`src/rtl/rr_stream_pkg.sv`:
```
// rr_stream_pkg: shared arbitration modes and index-width helper
package rr_stream_pkg;
  localparam int MODE_RR = 0;
  localparam int MODE_FIXED = 1;
  function automatic int idx_w(input int n);
    return (n < 2) ? 1 : $clog2(n);
  endfunction
endpackage

```
`src/rtl/rr_stream_mux_arbiter.sv`:
```
// rr_arbiter: round-robin or fixed-priority grant with an owned rotation pointer
module rr_arbiter import rr_stream_pkg::*; #(
  parameter int N = 8,
  parameter int MODE = MODE_RR,
  parameter int SEL_W = idx_w(N)
) (
  input  logic             clk,
  input  logic             rst,
  input  logic [N-1:0]     req,
  input  logic             advance,
  output logic [N-1:0]     grant_onehot,
  output logic [SEL_W-1:0] grant_idx,
  output logic             grant_valid
);
  logic [SEL_W-1:0] ptr_q, ptr_d;
  logic [SEL_W:0] j;
  always_comb begin
    grant_idx = '0;
    grant_valid = 1'b0;
    j = '0;
    for (int k = 0; k < N; k++) begin
      j = (MODE == MODE_FIXED ? '0 : {1'b0, ptr_q}) + (SEL_W+1)'(k);
      j = (j >= (SEL_W+1)'(N)) ? j - (SEL_W+1)'(N) : j;
      if (!grant_valid && req[j[SEL_W-1:0]]) begin
        grant_valid = 1'b1;
        grant_idx = j[SEL_W-1:0];
      end
    end
  end
  assign grant_onehot = {{(N-1){1'b0}}, grant_valid} << grant_idx;
  always_comb begin
    ptr_d = ptr_q;
    if (MODE == MODE_RR && advance)
      ptr_d = (grant_idx == SEL_W'(N-1)) ? '0 : grant_idx + 1'b1;
  end
  always_ff @(posedge clk) begin
    ptr_q <= rst ? '0 : ptr_d;
  end
endmodule

```
`src/rtl/rr_stream_mux.sv`:
```
// rr_stream_mux: N-channel arbitrated stream mux with registered output and grant index
module rr_stream_mux import rr_stream_pkg::*; #(
  parameter int N = 8,
  parameter int WIDTH = 8,
  parameter int MODE = MODE_RR,
  parameter int SEL_W = idx_w(N)
) (
  input  logic               clk,
  input  logic               rst,
  input  logic [N-1:0]       in_valid,
  input  logic [N*WIDTH-1:0] in_data,
  output logic [N-1:0]       in_ready,
  output logic               out_valid,
  output logic [WIDTH-1:0]   out_data,
  output logic [SEL_W-1:0]   out_sel,
  input  logic               out_ready
);
  logic load, accept, grant_valid;
  logic [N-1:0] grant_onehot;
  logic [SEL_W-1:0] grant_idx;
  logic out_valid_q, out_valid_d;
  logic [WIDTH-1:0] out_data_q, out_data_d;
  logic [SEL_W-1:0] out_sel_q, out_sel_d;
  rr_arbiter #(.N(N), .MODE(MODE), .SEL_W(SEL_W)) u_arb (
    .clk(clk),
    .rst(rst),
    .req(in_valid),
    .advance(accept),
    .grant_onehot(grant_onehot),
    .grant_idx(grant_idx),
    .grant_valid(grant_valid)
  );
  assign load = !out_valid_q || out_ready;
  assign accept = load && grant_valid && !rst;
  assign in_ready = accept ? grant_onehot : '0;
  always_comb begin
    out_valid_d = accept || (out_valid_q && !out_ready);
    out_data_d = accept ? in_data[grant_idx*WIDTH +: WIDTH] : out_data_q;
    out_sel_d = accept ? grant_idx : out_sel_q;
  end
  always_ff @(posedge clk) begin
    if (rst) begin
      out_valid_q <= 1'b0;
      out_data_q <= '0;
      out_sel_q <= '0;
    end else begin
      out_valid_q <= out_valid_d;
      out_data_q <= out_data_d;
      out_sel_q <= out_sel_d;
    end
  end
  assign out_valid = out_valid_q;
  assign out_data = out_data_q;
  assign out_sel = out_sel_q;
endmodule
```
`config.mk`:
```
export PLATFORM = sky130hd
export DESIGN_NAME = rr_stream_mux
export DESIGN_NICKNAME = d
export VERILOG_FILES = /design/src/rtl/rr_stream_pkg.sv /design/src/rtl/rr_stream_mux_arbiter.sv /design/src/rtl/rr_stream_mux.sv
export SDC_FILE = /design/constraint.sdc
export NUM_CORES = 1
export LEC_CHECK = 0
export CAP_MARGIN = 15
export CELL_PAD_IN_SITES_DETAIL_PLACEMENT = 0
export CELL_PAD_IN_SITES_GLOBAL_PLACEMENT = 2
export CORE_ASPECT_RATIO = 0.8
export CORE_MARGIN = 5
export CORE_UTILIZATION = 25
export CTS_BUF_LIST = sky130_fd_sc_hd__clkbuf_4
export DETAILED_ROUTE_END_ITERATION = 8
export HOLD_SLACK_MARGIN = 0.12
export PLACE_DENSITY_LB_ADDON = 0.1
export SLEW_MARGIN = 20
export SYNTH_ARGS = -nofsm -noshare
export SYNTH_HDL_FRONTEND = slang
export SYNTH_SLANG_ARGS = --single-unit
```
`constraint.sdc`:
```
create_clock -name clk -period 8.9 [get_ports clk]
set_clock_uncertainty 0.05 [all_clocks]
set_input_delay 0.89 -clock clk [delete_from_list [all_inputs] [get_ports clk]]
set_output_delay 0.89 -clock clk [all_outputs]
set_load 0.02 [all_outputs]
```
==> flow_summary.toml <==
[outcome]
status = "completed"

[pwr]
powerDensity_nw_per_um2 = 308
ir_drop_v = 0.0000875
p_int_uw = 456
pwr-share-comb_pct = 82.9
p_switching_uw = 499
switching_share_pct = 52.2
p_leak_nw = 1.13
clkPwrFrac_pct = 4.5
seqPwrFrac_pct = 12.6

[clock_tree]
clock_latency_ns = 0.29
cts_buffers = 3
cts_max_level = 1
clk_pin_slew_ns = 0.09
post_cts_buffers = 0
cts_sinks = 15
cts_hold_buf = 0
cts_max_path_buffers = 2
cts_tree = "done"
cts-root-buf = "clkbuf_4"
cts_resized = 0

[placed_design]
dp_hpwl_mm = 6.01
placed_cells = 457
place_congestion = 0.834
io_buffers = 94

[worst_hold_path]
min_path_type = "register to register"

[final_layout]
drive_gt1_share_pct = 8.60
final_util_pct = 36.8
fin_nets = 429
diodes = 0
stdcell_count = 461
syn2layout_area_growth_pct = 45.6

[synthesis]
synth_fp_nets = 352
netlist_area_um2 = 2130
ys_ff_latch = 15
yosysWarningCount = 0
synth_edf_count = 0
ys_types = 57
seq_area_frac_synth_pct = 14.1
syn_inst = 273
ys_async_sr_fraction_pct = 0
avgSynthCellArea_um2 = 7.79
synth_top_flop_cell = "dfxtp_1"

[grt]
grt_pass1_vias = 2274
track_usage_pct = 14.3
antenna_found_initial = 0
grt_pass1_wl_mm = 12.3
grt_max_degree = 36
grt.overflow.total = 0

[worst_setup_path]
cp.arrival_ns = 5.74
critPathCaptureType = "output pin"
critPathKind = "register to output pin"
critPathLaunchType = "register"
crit_fanout = 24
crit_required_ns = 7.96

[detailed_routing]
routed_wl_mm = 7.98
drt_iter0_drc = 209
drt-wirelength-per-cell_um = 17.3
viasPerCell = 5.24
first_pass_iters = 4
drcViolationCount = 0
vias = 2415
postRouteAntennaNets = 0

[timing]
maxSlewViolCount = 0
tns_ns = 0
fmaxAchievable_mhz = 150
relSlewSlack_pct = 28.9
period_needed_ns = 6.68
holdWs_ns = 0.426
worst_pin_slew_ns = 1.07
rsz0062_at_grt = "false"
finalCritPeriodShare_pct = 75.0
setup_viol = 0
hold_violations = 0

[floorplan]
core_um2 = 8410
dieArea_um2 = 10500
die_w_um = 113
die_h_um = 92.5
row_count = 30
initial_core_util_pct = 25.3
pin_count = 95

[flow_run]
drv_cap = 0
==> state kept, by name, summed over array words and instances (netlist names) <==
signal and flops:
out_data 8, out_sel 3, out_valid 1, u_arb.ptr_q 3
==> routing by layer <==
| metal | vias to the layer above | routed length (µm) | track usage [%] |
|---|---|---|---|
| met3 | 2 | 577 | 2.81 |
| met2 | 88 | 3570 | 22.1 |
| met4 | 0 | 6 | 1.10 |
| met1 | 1151 | 3820 | 21.3 |
| li1 | 1174 | - | - |
| met5 | - | 0 | 0 |
==> layout make-up <==
cell class / count / area [µm²]
sequential: 15 / 300
tap: 112 / 140
multi-input combinational: 225 / 1640
timing repair buffer: 95 / 948
inverter: 10 / 37.5
clock buffer: 4 / 30.0
fill: 902 / 5310
==> Yosys cell counts (all sizes together), types with 6 or more instances <==
master   n  share of area (%)
mux2i   17                8.6
nand3b  10                3.5
mux4    10                 11
inv      9                1.6
nand2   65                 11
a21oi   20                4.7
nor2    16                2.8
o221ai   9                4.0
o21ai    6                1.4
buf     22                6.9
dfxtp   15                 14
a32o    14                6.6
==> power groups by stage <==
| stage | sequential, mW | combinational (mW) | clock [mW] |
|---|---|---|---|
| floorplan | 0.130 | 0.597 | 0 |
| global placement | 0.121 | 0.809 | 0 |
| detailed placement | 0.122 | 0.796 | 0 |
| CTS | 0.121 | 0.799 | 0.0458 |
| global route | 0.126 | 0.870 | 0.0476 |
| finish | 0.120 | 0.791 | 0.0431 |
==> cells by family (layout without fill, tap and decap cells) <==
group,count (synthesis),after routing,share of synthesized area (%)
simple gates,111,111,24.0
compound gates,77,77,28.6
buf+inv,33,109,8.88
xor+xnor,3,3,1.24
fa+ha+maj,4,4,2.35
mux,30,30,20.8
flops,15,15,14.1
==> path summary, 6_finish.rpt <==
check                                    start        endpoint  slack (ns)  cells past startpoint
worst max register to register  u_arb.ptr_q[0]  u_arb.ptr_q[0]        3.44                     13
worst max-delay path            u_arb.ptr_q[0]     in_ready[3]        2.22                     12
worst min register to register     out_data[1]     out_data[1]        0.43                      2
worst min-delay path               out_data[1]     out_data[1]        0.43                      2
==> cell usage in the layout, fill, tap and decap left out, types with 2 or more instances in the layout <==
cell	netlist	final
clkdlybuf4s50_1	0	94
nand2_1	65	65
a21oi_1	20	19
mux2i_1	16	16
nor2_1	16	16
dfxtp_1	15	15
a32o_1	14	14
mux4_2	10	10
nand3b_1	10	10
inv_1	8	8
o221ai_1	8	8
o21ai_0	5	5
nand2b_1	4	4
ha_1	4	4
clkbuf_4	0	4
mux2_2	3	3
nor3_1	3	3
o31ai_1	3	3
o22ai_1	2	2
xnor2_1	2	2
o211ai_1	2	2
a221o_1	2	2
a31oi_1	2	2
a21o_1	2	2
nor3b_1	2	2
or3_1	2	2
nand3_1	2	2
a211o_1	2	2
==> metrics by stage <==
| stage | instance area [µm²] | setup slack [ns] | power, mW |
|---|---|---|---|
| finish | 3100 | 2.22 | 0.954 |
| global route | 3100 | 1.70 | 1.04 |
| CTS | 3100 | 2.20 | 0.965 |
| detailed placement | 3070 | 2.53 | 0.918 |
| global placement | 3070 | 2.58 | 0.930 |
| floorplan | 2130 | 4.45 | 0.728 |
==> worst max-delay path, cell delays in order, from the launching register on <==
cell and delay, ns:
dfxtp_1 0.80, inv_1 0.45, ha_1 0.79, mux2i_1 0.40
nor3_1 0.09, or4_4 0.58, a21boi_4 0.19, a311oi_1 0.13
a21oi_2 0.81, buf_4 0.36, nand2_1 0.09, nor2_1 0.12
clkdlybuf4s50_1 0.63
No activity file was read; power rests on OpenSTA's default activity.
==> RTL edit 1 (config.mk and constraints unchanged) <==
Make the reset (`rst`) asynchronous in one clocked block.
--- a/src/rtl/rr_stream_mux.sv
+++ b/src/rtl/rr_stream_mux.sv
@@ -39,5 +39,5 @@
     out_sel_d = accept ? grant_idx : out_sel_q;
   end
-  always_ff @(posedge clk) begin
+  always_ff @(posedge clk or posedge rst) begin
     if (rst) begin
       out_valid_q <= 1'b0;
Formal check against the unedited RTL: differs if rst is asserted again (counterexample within 4 cycles, from zero or initial values and one cycle with rst high); with rst held inactive, the same outputs for 10 cycles.
==> RTL edit 1 against the unedited design <==
  * Via count is 12% lower
  * Area after synthesis increased by 4.0%
  * Worst setup slack better by 150 ps
  * Design area increased by 4.2%
  * Count of clock-buffer cells in the layout shrank 1
  * Total power up 12%
  * Die area up 3.6%
  * Global-route usage decreased by 0.40 points
  * Sequential power up 13%
  * Sequential cell count did not move
  * Wire length fell by 5.4%
  * Critical endpoint is now in_ready[2]
  * Largest cell class unchanged
==> RTL edit 1: results (changes against the unedited design) <==
outcome:
  status: "finished, final reports clean"  # unchanged
power:
  p_per_area_nw_per_um2: 330  # was 308 nW/µm²
  pg_clk_mw: 0.0414  # was 0.0431 mW
  leakagePower_nw: 1.17  # was 1.13 nW
  swShare_pct: 51.3  # was 52.2%
  vdd_drop_max_mv: 0.146  # was 0.0875 mV
critical_path:
  path_delay_family: "simple AND/OR/NAND/NOR gates"  # was buffers and inverters
  max_stage_delay_ps: 870  # was 810 ps
  cp_slowest_cell: "dfxtp_1"  # was a21oi_2
  cp_max_fo: 19  # was 24
  crit_arrival_ps: 5590  # was 5740 ps
route:
  drt_iter0_drc: 80  # was 209
  route.met2.wl_mm: 3.49  # was 3.57 mm
  met1_length_mm: 3.51  # was 3.82 mm
  viasPerCell: 5.17  # was 5.24
  dr.pass1.iters: 5  # was 4
finish:
  buf_share_pct: 29.6  # was 30.6%
  multi_input_area_share_pct: 53.0  # about the same
  nets: 379  # was 429
  fill_cells: 912  # was 902
  area_delta_synth_final_pct: 45.9  # was 45.6%
  final_cell_count_no_fill: 411  # was 461
  clk_share_pct: 0.853  # was 0.969%
  comb.multi_input.count: 176  # was 225
  regArea_um2: 360  # was 300 µm²
  buffers_excl_clock: 96  # was 95
  inv_count: 8  # was 10
  final_layout_size_suffix_gt1_share_pct: 20.7  # was 8.60%
placed_design:
  placed_area_um2: 3200  # was 3070 µm²
  dp_hpwl_mm: 5.96  # was 6.01 mm
  place_ws_ps: 2680  # was 2530 ps
timing:
  max_slew_margin_pct: 36.3  # was 28.9%
yosys:
  ys.flop_type: "dfrtp_1"  # was dfxtp_1
  syn_area_per_cell_um2: 10.4  # was 7.79 µm²
  synthMuxAreaShare_pct: 33.7  # was 20.8%
  syn_nets: 292  # was 352
  async_reset_ff_share_pct: 80.0  # was 0%
  synth-compound-area-share_pct: 26.2  # was 28.6%
  yosysSeqAreaShare_pct: 16.3  # was 14.1%
  synth_area_leaders: "dfrtp_1, mux2i_1, mux4_2"  # was dfxtp_1, nand2_1, mux4_2
  synth_common_cells: "mux2i_1, o2bb2ai_1, mux2_2, nand2_1"  # was nand2_1, a21oi_1, buf_2, mux2i_1, nor2_1
  synth_xor_area_share_pct: 1.19  # was 1.24%
  synth_fa_ha_area_share_pct: 2.26  # was 2.35%
grt:
  use_met1_pct: 20.1  # was 21.3%
  grt_pass1_vias: 2163  # was 2274
  grt_max_degree: 33  # was 36
  grt.met3_usage_pct: 2.96  # was 2.81%
  grt_pass1_wl_mm: 12.0  # was 12.3 mm
  grt_use_met2_pct: 21.7  # was 22.1%
  grt.total_usage_pct: 13.9  # was 14.3%
clock_network:
  root_buffer: "clkbuf_4"  # unchanged
RTL edit 1: cell count changes after synthesis, moves of 8 or more:
cell and change:
a21oi_1 -13, o32ai_2 +8, mux2_2 +10, buf_2 -14
nand2_1 -52, a32o_1 -14, nand3b_1 -9, dfrtp_1 +12
dfxtp_1 -12, mux2i_1 +12, o2bb2ai_1 +16
RTL edit 1: final timing paths:
check / cells past startpoint / startpoint / endpoint / slack, ps
min: 1 / out_sel[0]$_DFFE_PP0P_ / out_sel[0]$_DFFE_PP0P_ / 440
max: 11 / u_arb.ptr_q[1]$_SDFFE_PP0P_ / in_ready[2] / 2370
max in group asynchronous: 2 / rst / out_data[2]$_DFFE_PP0P_ / 7330
min in group asynchronous: 2 / rst / out_sel[1]$_DFFE_PP0P_ / 1100
min reg2reg: 1 / out_sel[0]$_DFFE_PP0P_ / out_sel[0]$_DFFE_PP0P_ / 440
max reg2reg: 11 / u_arb.ptr_q[1]$_SDFFE_PP0P_ / out_data[0]$_DFFE_PP0P_ / 3790
==> RTL edit 2 (config.mk and constraints unchanged) <==
Without the edit above. `N` is set to 8 in 2 places; all go to 9.
--- a/src/rtl/rr_stream_mux_arbiter.sv
+++ b/src/rtl/rr_stream_mux_arbiter.sv
@@ -1,5 +1,5 @@
 // rr_arbiter: round-robin or fixed-priority grant with an owned rotation pointer
 module rr_arbiter import rr_stream_pkg::*; #(
-  parameter int N = 8,
+  parameter int N = 9,
   parameter int MODE = MODE_RR,
   parameter int SEL_W = idx_w(N)
--- a/src/rtl/rr_stream_mux.sv
+++ b/src/rtl/rr_stream_mux.sv
@@ -1,5 +1,5 @@
 // rr_stream_mux: N-channel arbitrated stream mux with registered output and grant index
 module rr_stream_mux import rr_stream_pkg::*; #(
-  parameter int N = 8,
+  parameter int N = 9,
   parameter int WIDTH = 8,
   parameter int MODE = MODE_RR,
Ports: changed (resized in_data, in_ready, in_valid and out_sel); port bits go from 95 to 106. No check against the original RTL was run, so the function may have changed too.
==> RTL edit 2 against the unedited design <==
  * Design area rose by 110%
  * Area after synthesis rose to 2.5 times the old value
  * Worst setup slack got worse by 1400 ps
  * Sequential cell count increased by 2
  * Sequential share of layout area is 4.5 points lower
  * First-iteration DRC count rose by 130%
  * Wire length increased to 3.0 times the old value
  * Utilization fell by 5.4 points
  * Non-clock buffer count up 28
  * Highest routed layer unchanged
Power is left out: the tool's default activity adds up to more than one toggle a clock period on the data nets, which glitch-free logic cannot reach.
==> RTL edit 2: results (changes against the unedited design) <==
yosys:
  synth.distinct_cells: 102  # was 57
  yosysSeqAreaShare_pct: 6.37  # was 14.1%
  syn_nets: 819  # was 352
  synth_common_cells: "nand2_1, nor2_1, a21oi_1, mux2i_1, o21ai_0"  # was nand2_1, a21oi_1, buf_2, mux2i_1, nor2_1
  netlist_instances: 713  # was 273
  synth_area_leaders: "mux2i_1, dfxtp_1, ha_1"  # was dfxtp_1, nand2_1, mux4_2
grt:
  use_met1_pct: 27.7  # was 21.3%
  grt_pass1_vias: 5897  # was 2274
route:
  route.met3.wl_mm: 1.43  # was 577 µm
  routed_wl_mm: 24.2  # was 7.98 mm
  route.met2.wl_mm: 10.6  # was 3.57 mm
  wl_per_cell_um: 23.0  # was 17.3 µm
  met1_length_mm: 11.9  # was 3.82 mm
placed_design:
  place_ws_ps: 1300  # was 2530 ps
  place.gp.congestion: 0.913  # was 0.834
  place_inst: 1049  # was 457
  port-buffer-count: 105  # was 94
hold_path:
  worstHoldStart: "out_sel[3]$_SDFFE_PP0P_"  # was out_data[1]$_SDFFE_PP0P_
critical_path:
  crit_arrival_ps: 7140  # was 5740 ps
  r2r-start: "u_arb.ptr_q[2]$_SDFFE_PP0P_"  # was u_arb.ptr_q[0]$_SDFFE_PP0P_
  cp_max_fo: 27  # was 24
  max_stage_delay_ps: 760  # was 810 ps
  cp_slowest_cell: "a211oi_2"  # was a21oi_2
timing:
  max_slew_margin_pct: 35.5  # was 28.9%
outcome:
  status: "finished, final reports clean"  # unchanged
clock_network:
  insertion_delay_ps: 320  # was 290 ps
finish:
  fill_cells: 2235  # was 902
## RTL edit 2: cell types whose count changed after synthesis, moves of 15 or more
| cell | before | now |
|---|---|---|
| mux2i_1 | 16 | 37 |
| nand3_1 | 2 | 25 |
| ha_1 | 4 | 22 |
| a21oi_1 | 20 | 50 |
| o21ai_0 | 5 | 36 |
| nor2_1 | 16 | 54 |
| and3_1 | 1 | 16 |
| nor3_1 | 3 | 20 |
| clkbuf_1 | 1 | 17 |
## RTL edit 2: worst max-delay path: cells and delay by family (launching register included)
| kind | cells | cell delay [ps] |
|---|---|---|
| and+or+nand+nor | 7 | 2210 |
| AOI/OAI and AO/OA | 3 | 1590 |
| buffers and inverters | 4 | 1580 |
| adders and majority gates | 2 | 780 |
| DFF | 1 | 320 |
| muxes | 1 | 310 |
## RTL edit 2: layout make-up
type / count / area, µm² / area share [%]
clock buffers: 4 / 30.0 / 0.457
multi-input cells: 622 / 4610 / 70.1
flip-flops and latches: 17 / 342 / 5.20
well taps: 269 / 337 / 5.12
inverters: 18 / 67.6 / 1.03
repair buffers: 123 / 1190 / 18.1
## RTL edit 2: cells by family (layout without fill, tap and decap cells)
kind of cell | after synthesis | count (layout) | synth area share, %
adder cells (fa/ha/maj) | 22 | 22 | 5.15
buffers and inverters | 74 | 145 | 7.40
multiplexers | 57 | 57 | 14.0
XOR/XNOR | 22 | 22 | 4.31
flip-flops | 17 | 17 | 6.37
AND/OR/NAND/NOR | 264 | 264 | 26.6
AO/OA/AOI/OAI | 257 | 257 | 36.2
## RTL edit 2: worst paths after layout
kind,to,slack (ps),depth (start not counted)
max,in_ready[1],820,17
min,out_sel[3]$_SDFFE_PP0P_,420,1
max reg2reg,out_data[2]$_SDFFE_PP0P_,2430,17
min reg2reg,out_sel[3]$_SDFFE_PP0P_,420,1
